`src/rtl/dmem_arbiter.sv`:
```
// Round-robin arbiter sharing the single-port data memory between the CPU MEM stage and a debug port.
// Define DMEM_ARB_PERF_EN to add saturating stall/debug-access counters (stall_cnt_o, dbg_cnt_o).
module dmem_arbiter #(
  parameter int ADDR_W  = 32,
  parameter int DATA_W  = 32,
  parameter int MEM_LAT = 2,
  parameter int CNT_W   = 16
) (
  input  logic              clk_i,
  input  logic              rst_i,
  input  logic              cpu_req_i,
  input  logic              cpu_we_i,
  input  logic [ADDR_W-1:0] cpu_addr_i,
  input  logic [DATA_W-1:0] cpu_wdata_i,
  output logic [DATA_W-1:0] cpu_rdata_o,
  output logic              cpu_stall_o,
  input  logic              dbg_req_i,
  input  logic              dbg_we_i,
  input  logic [ADDR_W-1:0] dbg_addr_i,
  input  logic [DATA_W-1:0] dbg_wdata_i,
  output logic              dbg_gnt_o,
  output logic [DATA_W-1:0] dbg_rdata_o,
  output logic              dbg_valid_o,
  output logic              mem_en_o,
  output logic              mem_we_o,
  output logic [ADDR_W-1:0] mem_addr_o,
  output logic [DATA_W-1:0] mem_wdata_o,
  input  logic [DATA_W-1:0] mem_rdata_i
`ifdef DMEM_ARB_PERF_EN
  ,
  output logic [CNT_W-1:0]  stall_cnt_o,
  output logic [CNT_W-1:0]  dbg_cnt_o
`endif
);

  typedef enum logic [1:0] {IDLE, ACCESS, DONE} state_t;

  localparam int LW = (MEM_LAT > 1) ? $clog2(MEM_LAT) : 1;
  localparam logic [LW-1:0] LAT_LAST = LW'(MEM_LAT - 1);

  state_t            state, state_next;
  logic              owner_dbg;
  logic              last_gnt_dbg;
  logic [LW-1:0]     lat_cnt;
  logic              we_q;
  logic [ADDR_W-1:0] addr_q;
  logic [DATA_W-1:0] wdata_q;
  logic [DATA_W-1:0] cpu_rdata_q;
  logic [DATA_W-1:0] dbg_rdata_q;
  logic              grant;
  logic              pick_dbg;
  logic              last_cycle;

  assign last_cycle = (lat_cnt == '0);

  // Every combinational output is forced low during reset so an interrupted access never strobes memory.
  always_comb begin
    state_next  = state;
    grant       = 1'b0;
    pick_dbg    = 1'b0;
    mem_en_o    = 1'b0;
    mem_we_o    = 1'b0;
    dbg_valid_o = 1'b0;
    dbg_gnt_o   = 1'b0;
    cpu_stall_o = 1'b0;
    case (state)
      IDLE: begin
        if (cpu_req_i || dbg_req_i) begin
          grant      = 1'b1;
          pick_dbg   = dbg_req_i & (~cpu_req_i | ~last_gnt_dbg);
          state_next = ACCESS;
        end
      end
      ACCESS: begin
        mem_en_o = 1'b1;
        mem_we_o = we_q & last_cycle;
        if (last_cycle) state_next = DONE;
      end
      DONE: begin
        dbg_valid_o = owner_dbg;
        state_next  = IDLE;
      end
      default: state_next = IDLE;
    endcase
    dbg_gnt_o   = grant & pick_dbg;
    cpu_stall_o = cpu_req_i & ~((state == DONE) & ~owner_dbg);
    if (rst_i) begin
      mem_en_o    = 1'b0;
      mem_we_o    = 1'b0;
      dbg_valid_o = 1'b0;
      dbg_gnt_o   = 1'b0;
      cpu_stall_o = 1'b0;
    end
  end

  always_ff @(posedge clk_i) begin
    if (rst_i) begin
      state        <= IDLE;
      owner_dbg    <= 1'b0;
      last_gnt_dbg <= 1'b1;
      lat_cnt      <= '0;
      we_q         <= 1'b0;
      addr_q       <= '0;
      wdata_q      <= '0;
      cpu_rdata_q  <= '0;
      dbg_rdata_q  <= '0;
    end else begin
      state <= state_next;
      if (grant) begin
        owner_dbg    <= pick_dbg;
        last_gnt_dbg <= pick_dbg;
        lat_cnt      <= LAT_LAST;
        we_q         <= pick_dbg ? dbg_we_i    : cpu_we_i;
        addr_q       <= pick_dbg ? dbg_addr_i  : cpu_addr_i;
        wdata_q      <= pick_dbg ? dbg_wdata_i : cpu_wdata_i;
      end else if (state == ACCESS && !last_cycle) begin
        lat_cnt <= lat_cnt - 1'b1;
      end
      // Read data is registered at the end of the final access cycle so it is presented during DONE and held afterwards.
      if (state == ACCESS && last_cycle) begin
        if (owner_dbg) dbg_rdata_q <= mem_rdata_i;
        else           cpu_rdata_q <= we_q ? '0 : mem_rdata_i;
      end
    end
  end

  assign mem_addr_o  = addr_q;
  assign mem_wdata_o = wdata_q;
  assign cpu_rdata_o = cpu_rdata_q;
  assign dbg_rdata_o = dbg_rdata_q;

`ifdef DMEM_ARB_PERF_EN
  logic [CNT_W-1:0] stall_cnt, dbg_cnt;

  always_ff @(posedge clk_i) begin
    if (rst_i) begin
      stall_cnt <= '0;
      dbg_cnt   <= '0;
    end else begin
      if (cpu_stall_o && stall_cnt != '1) stall_cnt <= stall_cnt + 1'b1;
      if (dbg_valid_o && dbg_cnt != '1)   dbg_cnt   <= dbg_cnt + 1'b1;
    end
  end

  assign stall_cnt_o = stall_cnt;
  assign dbg_cnt_o   = dbg_cnt;
`endif

endmodule

```
`config.mk`:
```
export PLATFORM = sky130hd
export DESIGN_NAME = dmem_arbiter
export DESIGN_NICKNAME = d
export VERILOG_FILES = /design/src/rtl/dmem_arbiter.sv
export SDC_FILE = /design/constraint.sdc
export NUM_CORES = 1
export LEC_CHECK = 0
export ABC_CLOCK_PERIOD_IN_PS = 1400
export CORE_UTILIZATION = 36
export CTS_CLUSTER_DIAMETER = 50
export DETAILED_ROUTE_END_ITERATION = 6
export PLACE_DENSITY = 0.76
export SETUP_SLACK_MARGIN = 0.05
export SYNTH_ARGS = -nofsm -noshare
export SYNTH_HDL_FRONTEND = slang
export SYNTH_SLANG_ARGS = --single-unit
```
`constraint.sdc`:
```
create_clock -name clk_i -period 1.4 [get_ports clk_i]
set_input_delay 0.21 -clock clk_i [delete_from_list [all_inputs] [get_ports clk_i]]
set_output_delay 0.21 -clock clk_i [all_outputs]
set_load 0.05 [all_outputs]
```
==> metrics, run 1 <==
core box area=15900 um^2; pre-CTS setup slack=-311 ps; Area Growth Syn to Fin=120%; clk slew on worst S/H paths=60 ps; register area=2690 um^2; Max stage delay on crit path=370 ps; layout cells sized above 1=0.383; failing checks=setup timing; slowest cell on the critical path=a311oi_1; GRT met2 Usage=0.569; Final ANT Viol Nets=0; syn_nets=874; CTS tree=yes; DR pass1 iterations=6; placed cell area=10700 um^2; PwrDens=1190 nW/um^2; FP Rows=46; gr usage total=0.330; Hold Buf Count CTS=0; Vias/cell=6.27; multi-input logic area=3380 um^2; fmax=553 MHz; final slew viol count=0; first-pass GRT wire length=41.8 mm; Finish-stage setup viols=94; GR Util met1=0.361; Syn. warnings=0; WHS Path Cells=2; CP Max Fanout=4; cts bufs inserted=17; leakage dissipation=4.67 nW; status=finished, violations left; Die X=130 um; Final Skew=12.9 ps; via count=7938; largest net degree at the start of global routing=67; Clock Tree Buf Depth=2; Hold WC Path Type=primary input to register; hold slack=157 ps; most frequent cells in the layout=162 x clkdlybuf4s50_1, 162 x buf_12, 131 x dfxtp_1; vias in the first global route=7527; setup TNS=-14820 ps; crit end category=register; Avg Cell Area, Syn=8.33 um^2; Mapped Area=5900 um^2; root buffer cell=clkbuf_16; MaxCap Viol Count=0; 1st-iter DRT viols=755; final hold vios=0; gr busiest metal=met2; die area=16900 um^2; Setup crit start kind=register; Die Ht=130 um; crit path kind=register to register; flops & latches, synth=134; Critical Path RT=1720 ps; worst vdd ir=1150 uV; Final Cycle Share=1.29; post-DP HPWL=15.7 mm; cells on worst reg2reg path=9; final wirelength=32.1 mm; gr ovfl total=0; Initial Util=0.370; Clock Latency Late Sink=440 ps; Final WS setup=-408 ps; Clock Sinks=134; GP Congestion=0.823; Pwr Total=15.5 mW; Port Buffer Count=298; sequential share of the synthesized area=0.455; initial antenna violation count=1; Slew @ Worst Pin=538 ps; fill cell count=765; final instance area=13000 um^2; minimum clock period after layout=1810 ps; crit path DAT=2120 ps; wire per inst=25.3 um; met3 usage=0.0816; critical-path cell list=buf_6 > nor2_4 > buf_12 > buf_8 > buf_16 > buf_8 > buf_6 > nand4_1 > a311oi_1; RSZ-0062 raised after global routing=yes; # DRC=0; I/O Pins=299; Syn Inst Count=708; Worst slew margin=0.641; fin nets=1203; htree depth=4; synth unique cells=29
==> final cells by class <==
| cell class | count | area share |
|---|---|---|
| Inverter | 1 | 0.000289 |
| Tap cell | 216 | 0.0208 |
| Clock buffer | 21 | 0.0370 |
| Clock inverter | 11 | 0.00761 |
| Antenna cell | 1 | 0.000193 |
| Timing Repair Buffer | 402 | 0.467 |
| Multi-Input combinational cell | 481 | 0.260 |
| Sequential cell | 134 | 0.207 |
==> flip-flops by register name, summed over array words and instances (netlist names) <==
name / cells
cpu_rdata_o: 32
dbg_rdata_o: 32
mem_addr_o: 32
mem_wdata_o: 32
state: 2
last_gnt_dbg: 1
lat_cnt: 1
owner_dbg: 1
we_q: 1
==> what timing repair did <==
action | in CTS | in global routing
buffers inserted | 28 | 12
cloned | 25 | 6
pin swaps | 96 | 67
resized for setup | 134 | 130
setup endpoints to repair | 110 | 131
==> power breakdown <==
group          leakage [nW]  internal (mW)  switching [mW]  total, mW
clock network         0.270           2.62            1.77       4.40
registers              1.10           4.16           0.426       4.58
logic                  3.30           3.27            3.23       6.50
==> worst paths after layout <==
kind                                       from              end  slack (ps)
worst max-delay path                   state[0]    mem_addr_o[5]        -410
worst min-delay path                      rst_i         state[1]         160
worst max register to register         state[0]    mem_addr_o[5]        -410
worst min register to register  cpu_rdata_o[26]  cpu_rdata_o[26]         490
==> kinds of logic (layout without fill, tap and decap cells) <==
group / after synthesis / in the layout / synth area share
buf+inv: 93 / 435 / 0.0781
compound gates: 265 / 265 / 0.267
simple gates: 216 / 216 / 0.200
other cells: 0 / 1 / 0
flops: 134 / 134 / 0.455
==> synthesized netlist by cell type <==
library cell / count / area [um^2]
a211o_2: 1 / 10.0
a21oi_1: 132 / 661
a311oi_1: 65 / 569
and2_1: 1 / 6.26
and4bb_2: 1 / 12.5
buf_2: 33 / 165
buf_4: 8 / 60.1
buf_6: 5 / 56.3
clkbuf_1: 44 / 165
clkbuf_2: 2 / 10.0
dfxtp_1: 134 / 2680
inv_1: 1 / 3.75
nand2_1: 99 / 372
nand2b_1: 1 / 6.26
nand3_1: 1 / 5.00
nand3b_1: 34 / 255
nand4_1: 65 / 407
nand4bb_1: 1 / 11.3
nor2_1: 4 / 15.0
nor2_4: 1 / 11.3
nor3_1: 1 / 5.00
nor3b_1: 2 / 15.0
nor4b_4: 1 / 23.8
nor4bb_1: 1 / 10.0
o21ai_0: 58 / 290
o21ai_1: 9 / 45.0
or2_1: 1 / 6.26
or2_2: 1 / 6.26
or4b_1: 1 / 10.0
==> stage by stage <==
stage,std cells,utilization
after floorplan,708,-
after global placement,1175,0.671
after detailed placement,1175,0.671
after CTS,1258,0.787
after global routing,1267,0.815
final,1267,0.815
==> worst max-delay path, delay by kind of cell, from the launching register on <==
kind	cells	cell delay [ps]
buf+inv	6	700
simple gates	2	280
compound gates	1	370
flops	1	350
==> layer usage <==
| layer | share of wire | up-vias |
|---|---|---|
| li1 | - | 3338 |
| met4 | 0.078 | 0 |
| met2 | 0.48 | 663 |
| met1 | 0.34 | 3711 |
| met3 | 0.10 | 226 |
| met5 | 0 | - |
Power figures use the tool's default switching activity.
==> run 2, diff against run 1 <==
--- a/config.mk
+++ b/config.mk
@@ -7,7 +7,8 @@
 export LEC_CHECK = 0
-export ABC_CLOCK_PERIOD_IN_PS = 1400
-export CORE_UTILIZATION = 36
+export ABC_CLOCK_PERIOD_IN_PS = 2000
+export CORE_UTILIZATION = 40
 export CTS_CLUSTER_DIAMETER = 50
 export DETAILED_ROUTE_END_ITERATION = 6
-export PLACE_DENSITY = 0.76
+export GPL_ROUTABILITY_DRIVEN = 1
+export PLACE_DENSITY = 0.8
 export SETUP_SLACK_MARGIN = 0.05
==> constraint.sdc (replaced) <==
create_clock -name clk_i -period 2 [get_ports clk_i]
set_input_delay 0.3 -clock clk_i [delete_from_list [all_inputs] [get_ports clk_i]]
set_output_delay 0.3 -clock clk_i [all_outputs]
set_load 0.02 [all_outputs]
==> run 2 against run 1 <==
The flow now finishes without violations. Cell count fell by 8.6%. Die area fell by 9.8%. Flip-flop and latch count did not move. Cell area fell by 27%. Non-clock buffer count fell by 76. Sequential power fell by 34%. First-iteration DRC count fell by 36%. Sequential share of layout area rose by 7.5 points. Largest cell class unchanged. Largest power group is now clock. Highest routed layer unchanged.
==> metrics, run 2 (synthesis results as in run 1) <==
Clock Sinks=134 (unchanged); core box area=14500 um^2 (was 15900 um^2); final instance area=9520 um^2 (was 13000 um^2); Worst path top cell family by delay=simple AND/OR/NAND/NOR gates (was buffers and inverters); die area=15200 um^2 (was 16900 um^2); final wirelength=20.7 mm (was 32.1 mm); crit path kind=register to output port (was register to register); fill cell count=1236 (was 765); initial antenna violation count=0 (was 1); GP Congestion=0.845 (was 0.823); worst vdd ir=592 uV (was 1150 uV); # diodes=0 (was 1); fin nets=1127 (was 1203); clk slew on worst S/H paths=60 ps (about the same); Initial Util=0.407 (was 0.370); Max stage delay on crit path=350 ps (was 370 ps); crit end category=output port (was register); Critical Path RT=1700 ps (was 1720 ps); WP buf/inv=2 (was 6); via count=6542 (was 7938); DR pass1 iterations=5 (was 6); final hold vios=0 (unchanged); placed cell area=8940 um^2 (was 10700 um^2); PwrDens=869 nW/um^2 (was 1190 nW/um^2); gr usage total=0.272 (was 0.330); register area=2680 um^2 (was 2690 um^2); cts bufs inserted=17 (unchanged); first-pass GRT wire length=31.8 mm (was 41.8 mm); I/O Pins=299 (unchanged); RSZ-0062 raised after global routing=no (was yes); Finish-stage setup viols=0 (was 94); MaxCap Viol Count=0 (unchanged); crit path DAT=1460 ps (was 2120 ps); Area Growth Syn to Fin=61.4% (was 120%); Clock Latency Late Sink=410 ps (was 440 ps); status=completed (was finished, violations left); minimum clock period after layout=1760 ps; Die X=123 um (was 130 um); Crit path top cell by count=buf_4; multi-input logic area=2760 um^2 (was 3380 um^2); htree depth=4 (unchanged); Vias/cell=5.65 (was 6.27); Final ANT Viol Nets=0 (unchanged); fmax=568 MHz; CTS tree=yes (unchanged); most frequent cells in the layout=291 x clkdlybuf4s50_1, 133 x dfxtp_1, 132 x a21oi_1 (was 162 x clkdlybuf4s50_1, 162 x buf_12, 131 x dfxtp_1); vias in the first global route=6001 (was 7527); # DRC=0 (unchanged); Worst slew margin=0.479 (was 0.641); FP Rows=44 (was 46); Die Ht=123 um (was 130 um); Port Buffer Count=298 (unchanged); most common cell after layout, fill and taps aside=clkdlybuf4s50_1; setup TNS=0 ps (was -14820 ps); layout cells sized above 1=0.0729 (was 0.383); Slew @ Worst Pin=782 ps (was 538 ps); wire per inst=17.9 um (was 25.3 um); 1st-iter DRT viols=485 (was 755); Clock Tree Buf Depth=2 (unchanged); leakage dissipation=3.21 nW (was 4.67 nW); final slew viol count=0 (unchanged); critical-path cell list=buf_4 > nor2_4 > nand3_1 > nor2_1 > buf_4 (was buf_6 > nor2_4 > buf_12 > buf_8 > buf_16 > buf_8 > buf_6 > nand4_1 > a311oi_1); root buffer cell=clkbuf_16 (unchanged); CP Max Fanout=7 (was 4); Final Cycle Share=0.880; gr ovfl total=0 (unchanged); post-DP HPWL=13.9 mm (was 15.7 mm); Setup crit start kind=register (unchanged); final core occ=0.657 (was 0.815); Final Skew=7.59 ps (was 12.9 ps); Hold WC Path Type=primary input to register (unchanged); slowest cell on the critical path=dfxtp_2 (was a311oi_1); largest net degree at the start of global routing=74 (was 67)
-- run 2: cell types whose count changed in the layout (fill, tap and decap cells not counted), sizes merged --
cell,delta
buf,-199
bufbuf,-2
bufinv,+1
clkbuf,-2
clkdlybuf4s50,+129
clkinv,+2
clkinvlp,-4
diode,-1
dlygate4sd2,+1
dlymetal6s2s,-1
inv,-1
-- run 2: where the power goes --
group          internal, mW  total [mW]  switching (mW)
clock network          1.92        3.06            1.14
logic                  1.03        2.17            1.14
registers              2.91        3.04           0.133
total                  5.87        8.27            2.41
-- run 2: cell type report --
cell class,count,share of cell area
sequential,134,0.282
clock inverter,9,0.0105
multi-input combinational,481,0.290
inverter,1,0.000394
timing repair buffer,326,0.342
tap,184,0.0242
clock buffer,23,0.0502
-- run 2: through the flow --
step	worst slack, ps	power, mW	hold slack, ps	cells
6_report	239	8.27	102	1158
5_1_grt	139	8.63	93.6	1158
4_1_cts	16.7	8.33	95.3	1158
3_5_place_dp	162	5.26	444	1125
3_3_place_gp	204	5.23	438	1125
2_1_floorplan	388	4.21	384	708
-- run 2: what timing repair did --
item | CTS | global route
resized for setup | 3 | 6
setup endpoints to repair | 4 | 3
pin swaps | 1 | 0
gates cloned | 0 | 0
buffers inserted | 1 | 0
hold buffers | 0 | 0
-- run 2: path summary, 6_finish.rpt --
path	slack, ps	to	startpoint	cells after the start
setup reg to reg	400	mem_addr_o[31]	state[1]	6
setup / recovery	240	dbg_gnt_o	state[1]	5
hold reg to reg	450	cpu_rdata_o[21]	cpu_rdata_o[21]	2
hold / removal	100	state[1]	rst_i	2
-- run 2: worst register-to-register path, delay by kind of cell (launching register included) --
| family | cells | cell delay (ps) |
|---|---|---|
| AOI/OAI and AO/OA | 1 | 300 |
| DFF | 1 | 350 |
| and+or+nand+nor | 2 | 210 |
| buffers and inverters | 3 | 640 |
-- run 2: routing by layer --
metal  global-route usage  up-vias  wire length [um]
li1                     -     3139                 -
met1                0.320     3030              8160
met2                0.429      312              9800
met3                0.104       61              1890
met4                0.137        0               857
met5                    0        -                 0
==> variant 1, RTL diff (config.mk and constraints of run 2) <==
Add a define of `DMEM_ARB_PERF_EN`.
--- a/src/rtl/dmem_arbiter.sv
+++ b/src/rtl/dmem_arbiter.sv
@@ -2,2 +2,4 @@
 // Define DMEM_ARB_PERF_EN to add saturating stall/debug-access counters (stall_cnt_o, dbg_cnt_o).
+`define DMEM_ARB_PERF_EN
+
 module dmem_arbiter #(
Formal check against the unedited RTL (old outputs only; new: dbg_cnt_o and stall_cnt_o): equivalent (Yosys induction, for registers that start in step).
==> variant 1 against run 2 <==
Clock power increased by 10%; routed wire length increased by 6.3%; non-clock buffer count increased by 43; setup slack got worse by 110 ps; final area increased by 19%; sequential cell count increased by 32; area after synthesis increased by 18%; sequential share of layout area increased by 1.2 points; total power increased by 9.5%; critical endpoint is now mem_en_o; largest cell class unchanged; largest power group is now sequential cells.
==> variant 1: results (changes against run 2) <==
[hold_path]
worstHoldPathCells = 2  ; unchanged
hold_class = in -> reg  ; unchanged

[yosys]
synthDistinctLibCells = 40  ; was 29
synth_commonest_cells = 166 x dfxtp_1, 115 x nand2_1, 88 x a21oi_1  ; was 134 x dfxtp_1, 132 x a21oi_1, 99 x nand2_1
syn-num-nets = 956  ; was 874
syn-instance-count = 788  ; was 708
yosysWarningCount = 0  ; unchanged
async_flop_share_pct = 0  ; unchanged
yosys-top-cells-area = dfxtp_1 48%, mux2i_1 9.5%, a211oi_1 7.0%  ; was dfxtp_1 46%, a21oi_1 11%, a311oi_1 9.7%
ys_seq_area_share_pct = 47.8  ; was 45.5%

[global_routing]
grt_max_degree = 68  ; was 74
grt_pass1_vias = 6666  ; was 6001
antenna_found_initial = 0  ; unchanged
grt_pass1_wl_um = 34400  ; was 31800 um
grt_usage_pct = 24.6  ; was 27.2%

[clock_tree]
clk_latency_ps = 420
htree_levels = 4  ; unchanged
cts_buffers = 17  ; unchanged
ctsLongestPathBuffers = 2  ; unchanged
root_buffer = clkbuf_16  ; unchanged

[layout]
finalNetCount = 1281  ; was 1127
antenna_cells = 0  ; unchanged
drive_gt1_share_pct = 8.26  ; was 7.29%
finalNonFillerCells = 1346  ; was 1158

[routing]
drt_pre_antenna_iters = 4  ; was 5
first_iter_violations = 246  ; was 485
drt-total-wl_um = 22000  ; was 20700 um
num_vias = 6988  ; was 6542

[setup_path]
cp_max_fo = 6  ; was 7
crit_arrival_ps = 1570  ; was 1460 ps
slowest_stage = dlygate4sd2_1  ; was dfxtp_2
max_stage_delay_ps = 390  ; was 350 ps
crit_family = buffers and inverters  ; was simple AND/OR/NAND/NOR gates

[timing]
hold_viol_final = 0  ; unchanged
fin_skew_ps = 9.72  ; was 7.59 ps
worst_pin_slew_ps = 715  ; was 782 ps

[power_and_ir_drop]
ir_worst_vdd_mv = 0.577  ; was 0.592 mV
p_leak_uw = 0.00428  ; was 0.00321 uW

[placed_design]
port_buffers = 330  ; was 298
gp_congestion = 0.798  ; was 0.845
hpwl_um = 16100  ; was 13900 um
dpl_cell_area_mm2 = 0.0107  ; was 0.00894 mm2

[status]
status = finished, final reports clean  ; unchanged

-- variant 1: cell types whose count changed after synthesis, moves of 9 or more --
cell | before | now
a211oi_1 | 0 | 65
a21oi_1 | 132 | 88
a311oi_1 | 65 | 0
buf_2 | 33 | 11
dfxtp_1 | 134 | 166
mux2i_1 | 0 | 66
nand2_1 | 99 | 115
nand4_1 | 65 | 11
nor2_1 | 4 | 72
o21ai_0 | 58 | 11
o21ai_1 | 9 | 0
o31ai_1 | 0 | 10
or4_1 | 0 | 11
-- variant 1: stage by stage --
stage | total power [uW] | setup slack, ps | TNS (ps)
after floorplan | 4690 | 70.5 | 0
after global placement | 5720 | -187 | -358
after detailed placement | 5760 | -192 | -1090
after CTS | 9120 | 57.7 | 0
after global routing | 9420 | 36.8 | 0
final | 9050 | 130 | 0
-- variant 1: final cells by class --
type                            count  area, um2
Fill cell                        1441       5460
Timing Repair Buffer              369       3660
Multi-Input combinational cell    553       3420
Sequential cell                   166       3320
Clock buffer                       21        460
Tap cell                          220        275
Clock inverter                     11        149
Inverter                            6       22.5
-- variant 1: worst paths after layout --
path / from / slack [ps] / end
setup / recovery: state[1]$_SDFFE_PP0P_ / 130 / mem_en_o
hold / removal: rst_i / 90 / state[1]$_SDFFE_PP0P_
setup reg to reg: dbg_cnt_o[0]$_SDFFE_PP0P_ / 150 / dbg_cnt_o[9]$_SDFFE_PP0P_
hold reg to reg: cpu_rdata_o[2]$_SDFFE_PP0P_ / 450 / cpu_rdata_o[2]$_SDFFE_PP0P_
-- variant 1: kinds of logic after synthesis --
kind of cell / share of synthesized area (%)
AO/OA/AOI/OAI: 17.4
XOR/XNOR: 0.126
adder cells (fa/ha/maj): 0.360
buffers and inverters: 3.92
flip-flops: 47.8
multiplexers: 9.82
AND/OR/NAND/NOR: 20.6
-- variant 1: timing repair --
| item | in CTS | in global routing |
|---|---|---|
| hold buffers | 0 | 0 |
| endpoints found under the setup margin | 5 | 7 |
| setup buffers | 0 | 1 |
| resized for setup | 12 | 5 |
-- variant 1: power breakdown --
part           switching (uW)  internal (uW)
clock network            1340           2040
registers                 123           3540
logic                     989           1020
total                    2460           6600
-- variant 1: worst reg2reg max path, cell delays in order (launching register included) --
cell and delay, ps:
dfxtp_1 450, and4_1 260, or3b_4 440, or4_1 490
a21oi_1 150
-- variant 1: metal layers --
layer | global-route usage (%) | share of wire (%) | wire length, um | up-vias
li1 | - | - | - | 3490
met4 | 12.2 | 3.6 | 801 | 0
met2 | 43.0 | 52 | 11400 | 254
met3 | 7.18 | 7.0 | 1550 | 45
met5 | 0 | 0 | 0 | -
met1 | 27.0 | 38 | 8310 | 3199
==> variant 2, RTL diff (flow settings as in run 2) <==
Without the edit above. The 3 states of `state_t` get a one-hot encoding in 3 bits.
--- a/src/rtl/dmem_arbiter.sv
+++ b/src/rtl/dmem_arbiter.sv
@@ -35,3 +35,3 @@
 
-  typedef enum logic [1:0] {IDLE, ACCESS, DONE} state_t;
+  typedef enum logic [2:0] {IDLE = 3'b001, ACCESS = 3'b010, DONE = 3'b100} state_t;
 
Check against the original RTL: same outputs for any inputs over 4 cycles, from zero or initial values and one cycle with rst_i high; so few cycles prove little.
==> variant 2 against run 2 <==
Area after synthesis up 1.7%; total power grew 2.1%; count of clock-buffer cells in the layout is 3 lower; setup slack got worse by 130 ps; clock power increased by 9.8%; critical endpoint is now mem_addr_o[19]$_SDFFE_PP0P_; final area increased by 4.1%; die area grew 1.7%; routed wire length shrank 4.4%; sequential cell count grew 1.
==> variant 2: results (changes against run 2) <==
[status]
status = finished, final reports clean  ; unchanged

[global_routing]
grt_max_degree = 67  ; was 74
grt_pass1_wl_um = 31400  ; was 31800 um
grt_pass1_vias = 6164  ; was 6001

[routing]
num_vias = 6354  ; was 6542
drt-total-wl_um = 19800  ; was 20700 um
drt_pre_antenna_iters = 4  ; was 5
first_iter_violations = 495  ; was 485

[clock_tree]
cts_post_setup_buffers_inserted = 0  ; was 1
cts.sinks = 135  ; was 134

[placed_design]
hpwl_um = 12800  ; was 13900 um
post-place-ws_ps = -232  ; was 162 ps

[setup_path]
slowest_stage = or3_4  ; was dfxtp_2
crit_arrival_ps = 2210  ; was 1460 ps
cp_max_fo = 20  ; was 7
worstSetupPathType = reg -> reg  ; was reg -> out

[timing]
fin_skew_ps = 9.51  ; was 7.59 ps
worst_pin_slew_ps = 728  ; was 782 ps

[layout]
multi_input_area_share_pct = 28.3  ; was 29.0%
finalNetCount = 1130  ; was 1127
clock_area_share_pct = 6.46  ; was 6.07%
finalNonFillerCells = 1161  ; was 1158
sh_seq_area_pct = 27.3  ; was 28.2%
inverters = 67  ; was 1
nMultiInputCombCells = 418  ; was 481

[yosys]
yosys-top-cells-area = dfxtp_1 45%, o32ai_2 14%, a21oi_1 11%  ; was dfxtp_1 46%, a21oi_1 11%, a311oi_1 9.7%

[power_and_ir_drop]
clk-power_uw = 3360  ; was 3060 uW
ir_worst_vdd_mv = 0.627  ; was 0.592 mV

[die]
coreArea_mm2 = 0.0146  ; was 0.0145 mm2

variant 2: logic make-up after synthesis:
| family | count (synthesis) |
|---|---|
| flip-flops | 135 |
| AND/OR/NAND/NOR | 149 |
| AO/OA/AOI/OAI | 269 |
| buffers and inverters | 141 |
variant 2: per-layer routing:
layer | up-vias | GRT usage (%) | share of wire, %
li1 | 3019 | - | -
met2 | 281 | 40.6 | 49
met1 | 3018 | 30.1 | 42
met3 | 36 | 7.09 | 6.8
met4 | 0 | 12.8 | 2.7
met5 | - | 0 | 0
variant 2: timing repair:
action | in CTS | in global routing
hold endpoints to repair | 0 | 0
gates cloned | 0 | 1
pin swaps | 1 | 1
setup endpoints to repair | 6 | 17
gates resized for setup | 18 | 10
variant 2: per-stage QoR:
step | hold slack (ps) | TNS, ps
2_1_floorplan | 415 | 0
6_report | 221 | 0
4_1_cts | 196 | 0
3_5_place_dp | 445 | -7230
5_1_grt | 221 | 0
3_3_place_gp | 440 | -4810
